==> src/rtl/hamming_encoder_tx.sv <==
// hamming_encoder_tx
// Transmit-side encoder for the (21,18) single-parity-replica code. It
// accepts 18-bit words over a valid/ready handshake and builds the codeword
// {d[2:0], d[17:0]}. The codeword is held on a parallel output and is also
// shifted out one bit per clock, framed by sframe.
//
// Serial order is set by MSB_FIRST:
//   0 : cx[0]  is sent first, cx[20] last
//   1 : cx[20] is sent first, cx[0]  last
//
// Back-to-back words are accepted on the last bit of a frame, so that
// sframe stays high with no gap. d_ready depends only on state, cnt and
// rst, never on d_valid. This lets the source drive d_valid from d_ready
// without forming a combinational loop.

module hamming_encoder_tx #(
    parameter bit MSB_FIRST = 1'b0
) (
    input  logic        clk,
    input  logic        rst,
    input  logic [17:0] d,
    input  logic        d_valid,
    output logic        d_ready,
    output logic [20:0] cx,
    output logic        cx_valid,
    output logic        sout,
    output logic        sframe,
    output logic        busy
);

    // Index of the final bit of a frame. d_ready opens on this count.
    localparam logic [4:0] LAST_CNT = 5'd20;

    typedef enum logic {
        IDLE  = 1'b0,
        SHIFT = 1'b1
    } state_t;

    // Codeword layout: check bits 20:18 replicate data bits 2:0. The
    // decoder's syndrome s[i] = cx[i] ^ cx[18+i] is therefore zero for
    // every word this block emits.
    function automatic logic [20:0] encode(input logic [17:0] data);
        return {data[2:0], data};
    endfunction

    // Advance the shift register by one bit toward whichever end drives sout.
    function automatic logic [20:0] shift_once(input logic [20:0] sr);
        if (MSB_FIRST) begin
            return {sr[19:0], 1'b0};
        end
        return {1'b0, sr[20:1]};
    endfunction

    state_t      state_q, state_d;
    logic [4:0]  cnt_q,   cnt_d;
    logic [20:0] cx_q,    cx_d;
    logic [20:0] sr_q,    sr_d;
    logic        cx_valid_q, cx_valid_d;

    logic        xfer;
    logic        out_bit;

    // Handshake: the block is ready when idle, or on the last bit of a frame.
    assign d_ready = !rst && ((state_q == IDLE) ||
                              ((state_q == SHIFT) && (cnt_q == LAST_CNT)));
    assign xfer    = d_valid && d_ready;

    // The bit on sout sits at the output end of the shift register.
    assign out_bit = MSB_FIRST ? sr_q[20] : sr_q[0];

    // Next-state, counter and datapath update for the serializer FSM.
    always_comb begin
        // NOTE: every signal gets its default first. Then no path through
        // the case statement leaves a signal unassigned, and no latch can
        // be inferred.
        state_d    = state_q;
        cnt_d      = cnt_q;
        cx_d       = cx_q;
        sr_d       = sr_q;
        cx_valid_d = 1'b0;

        case (state_q)
            IDLE: begin
                if (xfer) begin
                    state_d    = SHIFT;
                    cnt_d      = 5'd0;
                    cx_d       = encode(d);
                    sr_d       = encode(d);
                    cx_valid_d = 1'b1;
                end
            end

            SHIFT: begin
                if (cnt_q != LAST_CNT) begin
                    cnt_d = cnt_q + 5'd1;
                    sr_d  = shift_once(sr_q);
                end else if (xfer) begin
                    // Back-to-back: the next frame starts on the very next
                    // cycle, so sframe has no gap.
                    cnt_d      = 5'd0;
                    cx_d       = encode(d);
                    sr_d       = encode(d);
                    cx_valid_d = 1'b1;
                end else begin
                    state_d = IDLE;
                    cnt_d   = 5'd0;
                end
            end

            default: begin
                state_d = IDLE;
                cnt_d   = 5'd0;
            end
        endcase
    end

    // State registers. All of them clear asynchronously, so a reset
    // mid-frame discards the partial frame at once.
    always_ff @(posedge clk or posedge rst) begin
        // NOTE: sequential state uses non-blocking assignments. Every flop
        // then samples its _d value from before the edge, whatever order
        // the statements appear in.
        if (rst) begin
            state_q    <= IDLE;
            cnt_q      <= 5'd0;
            // NOTE: the 21-bit codeword and shift registers are plain flop
            // banks, not a RAM. Clearing them costs nothing and keeps cx
            // and sout defined straight out of reset.
            cx_q       <= '0;
            sr_q       <= '0;
            cx_valid_q <= 1'b0;
        end else begin
            state_q    <= state_d;
            cnt_q      <= cnt_d;
            cx_q       <= cx_d;
            sr_q       <= sr_d;
            cx_valid_q <= cx_valid_d;
        end
    end

    // Outputs are decoded from the registered state, so they drop as soon
    // as rst clears the state.
    assign cx       = cx_q;
    assign cx_valid = cx_valid_q;
    assign sframe   = (state_q == SHIFT);
    assign busy     = (state_q == SHIFT);
    assign sout     = (state_q == SHIFT) && out_bit;

endmodule

==> config.mk <==
export PLATFORM = sky130hd
export DESIGN_NAME = hamming_encoder_tx
export DESIGN_NICKNAME = d
export VERILOG_FILES = /design/src/rtl/hamming_encoder_tx.sv
export SDC_FILE = /design/constraint.sdc
export NUM_CORES = 1
export LEC_CHECK = 0
export ABC_AREA = 1
export CORE_ASPECT_RATIO = 0.5
export CORE_MARGIN = 3
export CORE_UTILIZATION = 53
export DETAILED_ROUTE_END_ITERATION = 8
export PLACE_DENSITY = 0.88
export SLEW_MARGIN = 0
export SYNTH_ARGS = -nofsm -noshare
export SYNTH_HDL_FRONTEND = slang
export SYNTH_SLANG_ARGS = --single-unit
==> constraint.sdc <==
create_clock -name clk -period 3.5 [get_ports clk]
set_input_delay 0.35 -clock clk [delete_from_list [all_inputs] [get_ports clk]]
set_output_delay 0.35 -clock clk [all_outputs]
set_load 0.005 [all_outputs]
==> results.md <==
* Setup TNS at 0 ns
* Multi-input gate area at 693 um^2
* Antenna violations before repair at 0
* Diode count at 0
* Routability cong. at 0.711
* # Post-CTS Setup Buffers at 0
* WL met1 at 2060 um
* I/O Buffers at 46
* Reg2reg setup slack at 1.06 ns
* FF/Latch Area at 1150 um^2
* Post-DR vias/cell at 5.40
* Number of global-route vias before repair at 1655
* Iter 0 DRT Violations at 135
* First-pass GRT wire length at 7580 um
* Distinct cells, synth at 24
* Seq/Total Area, Yosys at about three fifths
* Worst-skew pair later-pin latency at 0.30 ns
* Worst hold path type: in -> async
* Crit Path Max Fanout at 27
* Seq cells post-synth at 46
* DR WL met2 at about 2200 um
* DIE WIDTH at 92.5 um
* GR Overflow Total at 0
* Avg Cell Area, Syn at 9.06 um^2
* TritonCTS buffer count at 5
* Peak supply drop at 0.000376 V
* Core footprint at 3510 um^2
* Status: completed
* Nets at 282
* Ranking of synthesized cells by area: dfrtp_1 58%, nand3_1 13%, nand2_1 12%, inv_1 2.5%, a21oi_1 2.0%
* H-tree Lvls at 2
* # Max-Cap Violations at 0
* Final WL at 4550 um
* Reg2Reg Depth at 5
* Clk sinks at 46
* Mapped Cells at 219
* DRC at 0
* Hold Worst Slack at 0.449 ns
* Leakage power at 1.29 nW
* Root Driver: clkbuf_8
* Placement Rows at 15
* Critical path type: reg -> out
* Inst Count DP at a little over 300
* Max Freq at 0.393 GHz
* Final Hold Fails at 0
* Total Routing Usage GR at 21.2%
* Unrepaired setup endpoints after global routing: false
* Reg2reg end: sr_q[7]$_DFF_PP0_
* Tightest Pin Transition at 0.837 ns
* Max clock buf depth at 2
* Area grow syn2layout at 29.8%
* Final setup viols at 0
* Tcrit/Tclk final at between 70% and 80%
* Top sig layer: met4
* Ys Warns at 0
* Period minus WS final at ~2.5 ns
* Vias at 1678
* Max-Slew Margin vs Limit at 44.2%
* Share of cells above drive strength 1 at 6.15%
* Met3 wire length at ~240 um
* Area after DPL at approximately 2400 um^2
* Hold Buf Count CTS at 0
* Layout Cell Area excl Fill at 2580 um^2
* Crit path launch type: flip-flop
* First-pass DRT Iterations at 4
* Skew final at slightly above 0.006 ns
* Synth top area share at 58.0%
* Die ar. at 4560 um^2
* Tot Pwr at around 2.2 mW
* Crit Reg-Reg Startpoint: busy$_DFF_PP0_
* Slew Viols, Final at 0
* Syn nets at 242
* Resized cells post-CTS at 0
* Power per cell area at ~840 nW/um^2
* Initial Utilization at 56.5%
* Die H at 49.3 um
* Post-route ant nets at 0
* Endpoint type of the worst setup path: output port
* Clock Pin Slew Worst Setup and Hold Paths at 0.09 ns
* Pin count of the biggest net entering global routing at 44
* Cell Area, Synth at 1980 um^2
* Area leader, netlist: dfrtp_1
* Crit path required time at 3.15 ns
* Fillers at 235
* I/O pin total at 47
* Post-Layout Cell Count at 311
* Drt wl/cell at 14.6 um
* CTS tree: yes
* DP HPWL at 2910 um
* CP Data Arrival Time at 2.20 ns
-- routing by layer --
metal  up-vias  track usage [%]
met5         -                0
met4         0             5.67
met3         6             7.55
met2        49             33.6
met1       839             28.0
li1        784                -
-- flip-flops by register name, summed over array words and instances, names as in the netlist --
signal / flops
sr_q: 21
busy: 1
cx_valid: 1
cnt_q: 5
cx: 18
-- worst max path at each step --
stage | from | endpoint | slack, ns | cells past startpoint
2_1_floorplan | rst | cnt_q[2]$_DFFE_PP0P_ | 1.34 | 5
3_3_place_gp | busy$_DFF_PP0_ | sr_q[2]$_DFF_PP0_ | 1.16 | 5
3_5_place_dp | cnt_q[0]$_DFFE_PP0P_ | sr_q[20]$_DFF_PP0_ | 1.14 | 10
4_1_cts | cnt_q[0]$_DFFE_PP0P_ | d_ready | 0.96 | 9
5_1_grt | cnt_q[0]$_DFFE_PP0P_ | d_ready | 0.81 | 9
6_report | cnt_q[0]$_DFFE_PP0P_ | d_ready | 0.95 | 9
-- cells by family (layout without fill, tap and decap cells) --
family,after synthesis,after routing,synth area share [%]
fa+ha+maj,2,2,1.26
flops,46,46,58.0
buf+inv,29,70,7.06
xor+xnor,1,1,0.441
compound gates,14,14,3.78
simple gates,127,127,29.4
-- Yosys cell counts (all sizes together) --
master  instances
nand2          64
nand3          52
dfrtp          46
inv            14
buf            12
a21oi           8
nor2            8
o21ai           4
clkbuf          2
ha              2
o31ai           2
and3            1
clkinv          1
nor3            1
nor3b           1
xor2            1
-- power breakdown --
part / switching [mW] / leakage (nW) / internal [mW] / total (mW)
clock network: 0.180 / 0.0714 / 0.305 / 0.484
logic: 0.334 / 0.644 / 0.406 / 0.739
registers: 0.172 / 0.579 / 0.759 / 0.932
-- cells in the final DEF, fill, tap and decap left out --
cell	instances
bufinv_16	2
o21ai_0	2
ha_1	2
buf_4	1
xor2_1	1
nor3_1	1
clkbuf_8	6
nand3_4	1
nand2_1	62
inv_2	2
nor3b_1	1
dfrtp_1	46
o31ai_1	2
nor2_4	1
nand2_4	2
clkdlybuf4s50_1	46
clkinv_2	1
and3_1	1
inv_1	12
nand3_1	51
nor2_1	7
o21ai_1	2
a21oi_1	8
-- critical path, cell delays in order, from the launching register on --
cell and delay [ns]:
dfrtp_1 0.43, inv_1 0.07, ha_1 0.14, nand2_1 0.05, inv_1 0.08, nand2_4 0.15, nand2_4 0.30, nand2_1 0.11
inv_1 0.07, clkdlybuf4s50_1 0.49
-- stage by stage --
step                worst slack [ns]  util, %
finish                         0.954     73.4
global route                   0.815     73.4
CTS                            0.961     73.4
detailed placement              1.14     69.3
global placement                1.16     69.3
floorplan                       1.34        -
-- layout make-up --
class / instances / area share (%)
clock inverters: 2 / 2.33
inverters: 15 / 2.23
clock buffers: 6 / 3.21
well taps: 51 / 2.48
repair buffers: 47 / 18.2
multi-input cells: 144 / 26.9
flip-flops and latches: 46 / 44.7
Power figures use the tool's default switching activity.
